$ cat src/rtl/pid_pwm_driver.sv
// pid_pwm_driver: turns signed PID samples into a glitch-free PWM waveform.
// Each sample is clamped to [0, Period] and written to a shadow duty register.
// The shadow value moves to the active duty register only when the period
// counter wraps, so a period is never cut short or stretched.
// Optional feature macro PID_PWM_SAT_FAULT_EN: when defined, a run of SatLimit
// consecutive saturated samples trips a latched FAULT state that clr_fault
// releases. When undefined, fault is tied low and clr_fault is ignored.
module pid_pwm_driver #(
    parameter int Width    = 18,
    parameter int CntWidth = 10,
    parameter int Period   = 1000,
    parameter int SatLimit = 8
) (
    input  logic                       sclk,
    input  logic                       rst,
    input  logic                       enable,
    input  logic signed [Width-1:0]    pid_output,
    input  logic                       clr_fault,
    output logic                       pwm_out,
    output logic [CntWidth-1:0]        duty,
    output logic                       sat_hi,
    output logic                       sat_lo,
    output logic                       period_start,
    output logic                       fault
);

    // Compare width leaves headroom so that the sample and Period can both be
    // represented as signed values without overflow.
    localparam int CmpW = ((Width > CntWidth) ? Width : CntWidth) + 2;
    localparam logic signed [CmpW-1:0] PERIOD_S = CmpW'(Period);
    localparam logic [CntWidth-1:0]    CNT_LAST = CntWidth'(Period - 1);
    localparam logic [CntWidth-1:0]    DUTY_MAX = CntWidth'(Period);

    typedef enum logic [1:0] {
        IDLE  = 2'd0,
        RUN   = 2'd1,
        FAULT = 2'd2
    } state_t;

    typedef struct packed {
        logic                hi;
        logic                lo;
        logic [CntWidth-1:0] val;
    } clamp_t;

    // Clamp a signed sample into the legal duty range and flag which side hit.
    function automatic clamp_t clamp_sample(input logic signed [Width-1:0] s);
        logic signed [CmpW-1:0] s_ext;
        clamp_t                 r;
        s_ext = CmpW'(s);
        r.hi  = 1'b0;
        r.lo  = 1'b0;
        r.val = '0;
        if (s_ext[CmpW-1]) begin
            r.lo = 1'b1;
        end else if (s_ext > PERIOD_S) begin
            r.hi  = 1'b1;
            r.val = DUTY_MAX;
        end else begin
            r.val = s_ext[CntWidth-1:0];
        end
        return r;
    endfunction

    state_t              state_q, state_d;
    logic [CntWidth-1:0] cnt_q, cnt_d;
    logic [CntWidth-1:0] shadow_q, shadow_d;
    logic [CntWidth-1:0] active_q, active_d;
    logic                pwm_q, pwm_d;
    logic                sat_hi_q, sat_hi_d;
    logic                sat_lo_q, sat_lo_d;
    clamp_t              sample;

    assign sample = clamp_sample(pid_output);

`ifdef PID_PWM_SAT_FAULT_EN
    localparam int SatW = $clog2(SatLimit + 1);
    logic [SatW-1:0] sat_cnt_q, sat_cnt_d;
    logic            sample_sat;
    logic            trip;
    assign sample_sat = sample.hi | sample.lo;
`else
    logic unused_clr_fault;
    assign unused_clr_fault = clr_fault;
`endif

    // Next-state, counter, duty pipeline and registered PWM decision.
    always_comb begin
        state_d  = state_q;
        cnt_d    = cnt_q;
        shadow_d = shadow_q;
        active_d = active_q;
        sat_hi_d = sat_hi_q;
        sat_lo_d = sat_lo_q;
        pwm_d    = 1'b0;
`ifdef PID_PWM_SAT_FAULT_EN
        sat_cnt_d = sat_cnt_q;
        trip      = 1'b0;
        if (enable && (state_q != FAULT)) begin
            sat_cnt_d = sample_sat ? (sat_cnt_q + 1'b1) : '0;
            trip      = sample_sat && (sat_cnt_d == SatW'(SatLimit));
        end
`endif
        case (state_q)
            IDLE: begin
                cnt_d = '0;
                if (enable) begin
                    shadow_d = sample.val;
                    active_d = sample.val;
                    sat_hi_d = sample.hi;
                    sat_lo_d = sample.lo;
                    state_d  = RUN;
                end
            end
            RUN: begin
                // Decision uses the pre-wrap active duty; the new one governs
                // the period that starts at cnt==0.
                pwm_d = (cnt_q < active_q);
                if (cnt_q == CNT_LAST) begin
                    cnt_d    = '0;
                    active_d = shadow_q;
                end else begin
                    cnt_d = cnt_q + 1'b1;
                end
                if (enable) begin
                    shadow_d = sample.val;
                    sat_hi_d = sample.hi;
                    sat_lo_d = sample.lo;
                end
            end
            FAULT: begin
                cnt_d = '0;
`ifdef PID_PWM_SAT_FAULT_EN
                if (clr_fault) begin
                    state_d   = IDLE;
                    sat_cnt_d = '0;
                    shadow_d  = '0;
                    active_d  = '0;
                end
`endif
            end
            default: begin
                state_d = IDLE;
                cnt_d   = '0;
            end
        endcase
`ifdef PID_PWM_SAT_FAULT_EN
        // A trip overrides everything else, including a same-edge clr_fault.
        if (trip) begin
            state_d = FAULT;
            cnt_d   = '0;
            pwm_d   = 1'b0;
        end
`endif
    end

    // State and datapath registers; reset clears everything asynchronously.
    always_ff @(posedge sclk or posedge rst) begin
        if (rst) begin
            state_q   <= IDLE;
            cnt_q     <= '0;
            shadow_q  <= '0;
            active_q  <= '0;
            pwm_q     <= 1'b0;
            sat_hi_q  <= 1'b0;
            sat_lo_q  <= 1'b0;
`ifdef PID_PWM_SAT_FAULT_EN
            sat_cnt_q <= '0;
`endif
        end else begin
            state_q   <= state_d;
            cnt_q     <= cnt_d;
            shadow_q  <= shadow_d;
            active_q  <= active_d;
            pwm_q     <= pwm_d;
            sat_hi_q  <= sat_hi_d;
            sat_lo_q  <= sat_lo_d;
`ifdef PID_PWM_SAT_FAULT_EN
            sat_cnt_q <= sat_cnt_d;
`endif
        end
    end

    assign pwm_out      = pwm_q;
    assign duty         = active_q;
    assign sat_hi       = sat_hi_q;
    assign sat_lo       = sat_lo_q;
    assign period_start = (state_q == RUN) && (cnt_q == '0);
`ifdef PID_PWM_SAT_FAULT_EN
    assign fault        = (state_q == FAULT);
`else
    assign fault        = 1'b0;
`endif

endmodule

$ cat config.mk
export PLATFORM = sky130hd
export DESIGN_NAME = pid_pwm_driver
export DESIGN_NICKNAME = d
export VERILOG_FILES = /design/src/rtl/pid_pwm_driver.sv
export SDC_FILE = /design/constraint.sdc
export NUM_CORES = 1
export LEC_CHECK = 0
export ABC_AREA = 0
export BUFFER_PORTS_ARGS = -buffer_cell sky130_fd_sc_hd__buf_2
export CAP_MARGIN = 10
export CORE_MARGIN = 2
export CORE_UTILIZATION = 45
export CTS_BUF_LIST = sky130_fd_sc_hd__clkbuf_4 sky130_fd_sc_hd__clkbuf_8 sky130_fd_sc_hd__clkbuf_16
export CTS_CLUSTER_SIZE = 28
export DETAILED_ROUTE_END_ITERATION = 8
export PLACE_DENSITY = 0.67
export SLEW_MARGIN = 0
export SYNTH_ARGS = -nofsm -noshare
export SYNTH_HDL_FRONTEND = slang
export SYNTH_SLANG_ARGS = --single-unit
$ cat constraint.sdc
create_clock -name sclk -period 3.85 [get_ports sclk]
set_input_delay 0 -clock sclk [delete_from_list [all_inputs] [get_ports sclk]]
set_output_delay 0 -clock sclk [all_outputs]
set_load 0.02 [all_outputs]
==> run metrics, run 1 <==
Post-Synthesis Net Count 230; clk slew on worst S/H paths 70 ps; # port buffers 34; fin crit period just under 2000 ps; Distinct cells, synth between 40 and 50; top-count cell post-synth dfrtp_1; H-tree Lvls 2; Worst Setup End Kind flop; root buf cell clkbuf_8; Hold Path Class in -> reg; # resized after CTS 0; Longest Clk Path Bufs 2; Clock Skew 5.51 ps; sequential area share after synthesis a little over two fifths; Clk Latency, worst-skew pair approximately 280 ps; fin area between 2000 and 2500 um^2; total chip power about 1.1 mW; number of remaining DRC errors 0; clock sink count 34; routed vias about 1,500; Data arrival, critical path 2130 ps; Final Hold Fails 0; placed instance count ~270; first-pass GRT wire length 6.94 mm; Hold Slack ~15 ps; top post-synthesis cells by count dfrtp_1 (34), inv_1 (22), nand2_1 (16), nor2_1 (16), ha_1 (11); GRT overflow 0; CORE AREA 4090 um^2; hpwl dp 2.88 mm; EDFF count, synth 0; Detailed Route WL around 4 mm; Non-Filler Instances roughly 290; # IOs 37; RSZ-0062 raised after global routing false; Max Cap Viol 0; post-DR vias/cell between 5 and 6; fin. max-slew vios 0; worst vdd ir between 0.2 and 0.25 mV; Setup TNS Final 0 ps; die area about 5000 um^2; post-synth top area share a little over two fifths; Pwr per Cell Area around 480 nW/um^2; max frequency around 500 MHz; Final Net Count 268; largest net degree at the start of global routing 35; vias in the first global route about 1,500; cell row count 23; starting density of the core between 40% and 50%; Routed WL per cell roughly 14 um; Leak between 1 and 1.5 nW; Chip Width roughly 70 um; largest area contributor in the netlist dfrtp_1; Placement Cell Area ~2100 um^2; Avg Inst Size Synth 9.92 um^2; status finished clean; crit path kind reg -> reg; crit path max fanout 19; Mapped Cells just under 200; Slew HR 56.5%; synth top area cells dfrtp_1 (44%), ha_1 (7.0%), inv_1 (4.2%); Final Cycle Share between 50 and 60%; post-route antenna net violation count 0; Ys Warns 0; fillcell total ~380; asr flop ratio synth between 90% and 100%; WP data required ~4000 ps; gr usage total between 15 and 20%; fraction of layout cells with a size suffix above 1 25.4%; TritonCTS clock tree done; GPL Wtd Cong roughly 0.74; worst-margin pin slew 652 ps; ys flop type dfrtp_1; register bit total from synthesis 34; die span in y roughly 70 um; Synth Cell Area between 1500 and 2000 um^2; cts bufs inserted 5; initial antenna violation count 0; Antenna diodes 0; CP Launch Type flop; Area growth syn-to-layout 17.5%; final number of setup-violating endpoints 0; TritonRoute pass-1 iters 4; Starting DRT DRC Count approximately 110
## layout by cell type, fill, tap and decap left out, types with 3 or more instances in the layout
cell	n
nor3_1	8
a31o_2	4
o22ai_1	7
dlygate4sd3_1	4
nand3_1	3
xor2_1	3
nor2_1	16
inv_1	22
a21o_1	3
nor2b_1	5
and2_1	4
buf_2	34
ha_1	11
a21oi_1	5
mux2_2	5
nand2_1	16
o31ai_1	4
nand2b_1	3
clkbuf_8	5
xnor2_1	5
dfrtp_1	34
o41ai_1	5
nor4_1	4
## power breakdown
group	internal [mW]	switching (mW)
clock network	0.190	0.131
registers	0.413	0.0848
logic	0.135	0.148
total	0.738	0.364
## layout make-up
| type | instances | area (um^2) | area share [%] |
|---|---|---|---|
| repair buffers | 39 | 218 | 9.48 |
| clock buffers | 5 | 68.8 | 3.00 |
| well taps | 50 | 62.6 | 2.72 |
| multi-input cells | 133 | 975 | 42.4 |
| flip-flops and latches | 34 | 851 | 37.0 |
| inverters | 22 | 82.6 | 3.59 |
| clock inverters | 3 | 40.0 | 1.74 |
## routing by layer
metal | share of wire [%] | up-vias | global-route usage (%) | routed length (um)
met5 | 0 | - | 0 | 0
met4 | 1.3 | 0 | 5.56 | 53
met3 | 3.6 | 6 | 4.62 | 144
met2 | 45 | 29 | 27.4 | 1800
met1 | 50 | 717 | 24.3 | 1980
li1 | - | 770 | - | -
## critical path, stage by stage (launching register included)
cell and delay [ps]:
dfrtp_1 760, and2b_1 410, a31oi_4 490, o31ai_1 170
## state kept, by name, indices dropped and copies added (netlist names)
| signal | count |
|---|---|
| cnt_q | 10 |
| duty | 10 |
| shadow_q | 10 |
| pwm_out | 1 |
| sat_hi | 1 |
| sat_lo | 1 |
| state_q | 1 |
## metrics by stage
step / util [%] / worst slack (ps)
finish: 56.2 / 1870
global route: 56.2 / 1680
CTS: 56.2 / 1890
detailed placement: 52.6 / 1890
global placement: 52.6 / 1930
floorplan: - / 2260
## what timing repair did
action / CTS / global route
buffers inserted: 0 / 0
hold buffers: 4 / 0
endpoints found under the hold margin: 37 / 0
## final timing paths
kind | start | to | slack (ps) | cells after the start
worst max-delay path | state_q[0] | duty[1] | 1870 | 3
worst min-delay path | pid_output[4] | shadow_q[4] | 20 | 2
worst max register to register | state_q[0] | duty[1] | 1870 | 3
worst min register to register | sat_lo | sat_lo | 510 | 1
max in group asynchronous | rst | sat_hi | 3210 | 4
min in group asynchronous | rst | cnt_q[0] | 340 | 4
## cells by family after synthesis
kind of cell / after synthesis / share of synthesized area, %
AOI/OAI and AO/OA: 37 / 15.6
DFF: 34 / 43.5
buffers and inverters: 30 / 6.59
xor gates and xnor gates: 8 / 3.59
and+or+nand+nor: 71 / 20.6
adders and majority gates: 11 / 7.04
other: 1 / 0.192
muxes: 5 / 2.88
Power figures use the tool's default switching activity.
==> run 2, diff against run 1 <==
Settings changed: PLACE_DENSITY 0.67 to 0.7.
Clock period 3.85 ns to 1.8 ns, I/O delays scaled along.
==> run metrics, run 2 (synthesis gave the netlist of run 1 again) <==
Clock Skew roughly 6.6 ps; GRT overflow 0; Worst Setup End Kind output port; root buf cell clkbuf_8; Max Cap Viol 0; Final Net Count ~280; hpwl dp between 3 and 4 mm; Hold Slack between 10 and 15 ps; final number of setup-violating endpoints 0; Placement Cell Area between 2000 and 2500 um^2; crit path max fanout 5; Antenna diodes 0; post-DR vias/cell about 5.4; number of remaining DRC errors 0; CORE AREA 4090 um^2; Area growth syn-to-layout 21.6%; fin crit period 1690 ps; post-route antenna net violation count 0; H-tree Lvls 2; Longest Clk Path Bufs 2; largest net degree at the start of global routing 35; clock sink count 34; clk slew on worst S/H paths ~70 ps; Leak 1.12 nW; Routed WL per cell roughly 14 um; status finished clean; starting density of the core a little under half; Starting DRT DRC Count 64; first-pass GRT wire length ~7 mm; gr usage total between 10% and 20%; CP startpoint cnt_q[0]; Clk Latency, worst-skew pair around 280 ps; worst vdd ir ~0.6 mV; initial antenna violation count 0; WP data required around 1800 ps; placed instance count 283; reg2reg start cnt_q[5]; Hold Path Class in -> reg; cts bufs inserted 5; TritonCTS clock tree done; # IOs 37; GPL Wtd Cong slightly below 0.8; Final Cycle Share 93.9%; Chip Width 69.9 um; Pwr per Cell Area about 970 nW/um^2; pre-CTS WS roughly 220 ps; TritonRoute pass-1 iters 4; # port buffers 34; vias in the first global route ~1,500; Final Hold Fails 0; fraction of layout cells with a size suffix above 1 29.0%; die area between 4000 and 5000 um^2; Detailed Route WL ~4.2 mm; Data arrival, critical path 1690 ps; final worst slack around 110 ps; commonest cells after routing, fill and taps aside dfrtp_1 (34), buf_2 (34), inv_1 (22), nor2_1 (16), nand2_1 (16); crit path kind reg -> out; CP Launch Type flop; Non-Filler Instances about 300; max frequency about 590 MHz; fin. max-slew vios 0; fin area between 2000 and 2500 um^2; Hold Crit Start pid_output[4]; die span in y approximately 70 um; cell row count 23; Setup TNS Final 0 ps; routed vias 1,590
[run 2: changes by cell type in the layout (fill, tap and decap cells not counted), sizes merged]
cell      before  now
clkinv         2    1
clkinvlp       0    1
bufinv         1    0
clkbuf         5    6
buf           35   44
[run 2: timing repair]
item,4_1_cts,5_1_grt
hold endpoints to repair,37,0
setup endpoints to repair,0,1
setup buffers,0,0
hold buffers,4,0
resized for setup,0,2
[run 2: report_power, final]
group	leakage [nW]	total (mW)	switching [mW]	internal, mW
Sequential	0.426	1.05	0.171	0.883
Clock	0.0472	0.591	0.284	0.307
Combinational	0.647	0.671	0.348	0.322
Total	1.12	2.32	0.803	1.51
[run 2: worst max-delay path, cell delays in order, from the launching register on]
cell     delay, ps
dfrtp_1        410
inv_1           70
ha_1           160
nor4b_2        200
nand2_1        110
nor4_2         230
buf_2          230
[run 2: worst paths after layout]
kind | endpoint | slack, ps | cells past startpoint
max reg2reg | duty[6] | 180 | 4
min in group asynchronous | cnt_q[1] | 340 | 4
max in group asynchronous | shadow_q[9] | 1150 | 4
min reg2reg | cnt_q[0] | 500 | 1
max | period_start | 110 | 6
min | shadow_q[4] | 10 | 2
[run 2: area by class of cell]
type	count	area (um^2)
fill	378	1710
tap	50	62.6
clock buffer	6	82.6
timing repair buffer	48	298
inverter	22	82.6
sequential	34	851
clock inverter	2	12.5
multi-input combinational	133	987
[run 2: layer usage]
metal	global-route usage [%]	vias to the layer above	routed length, um
met5	0	-	0
met4	4.49	0	37
met3	5.92	2	200
met2	28.9	44	1970
met1	24.8	759	2000
li1	-	785	-
[run 2: stage by stage]
step           util (%)  power, mW
5_1_grt            58.1       2.49
3_3_place_gp       54.5       1.70
3_5_place_dp       54.5       1.72
2_1_floorplan         -       1.49
4_1_cts            57.8       2.33
6_report           58.1       2.32
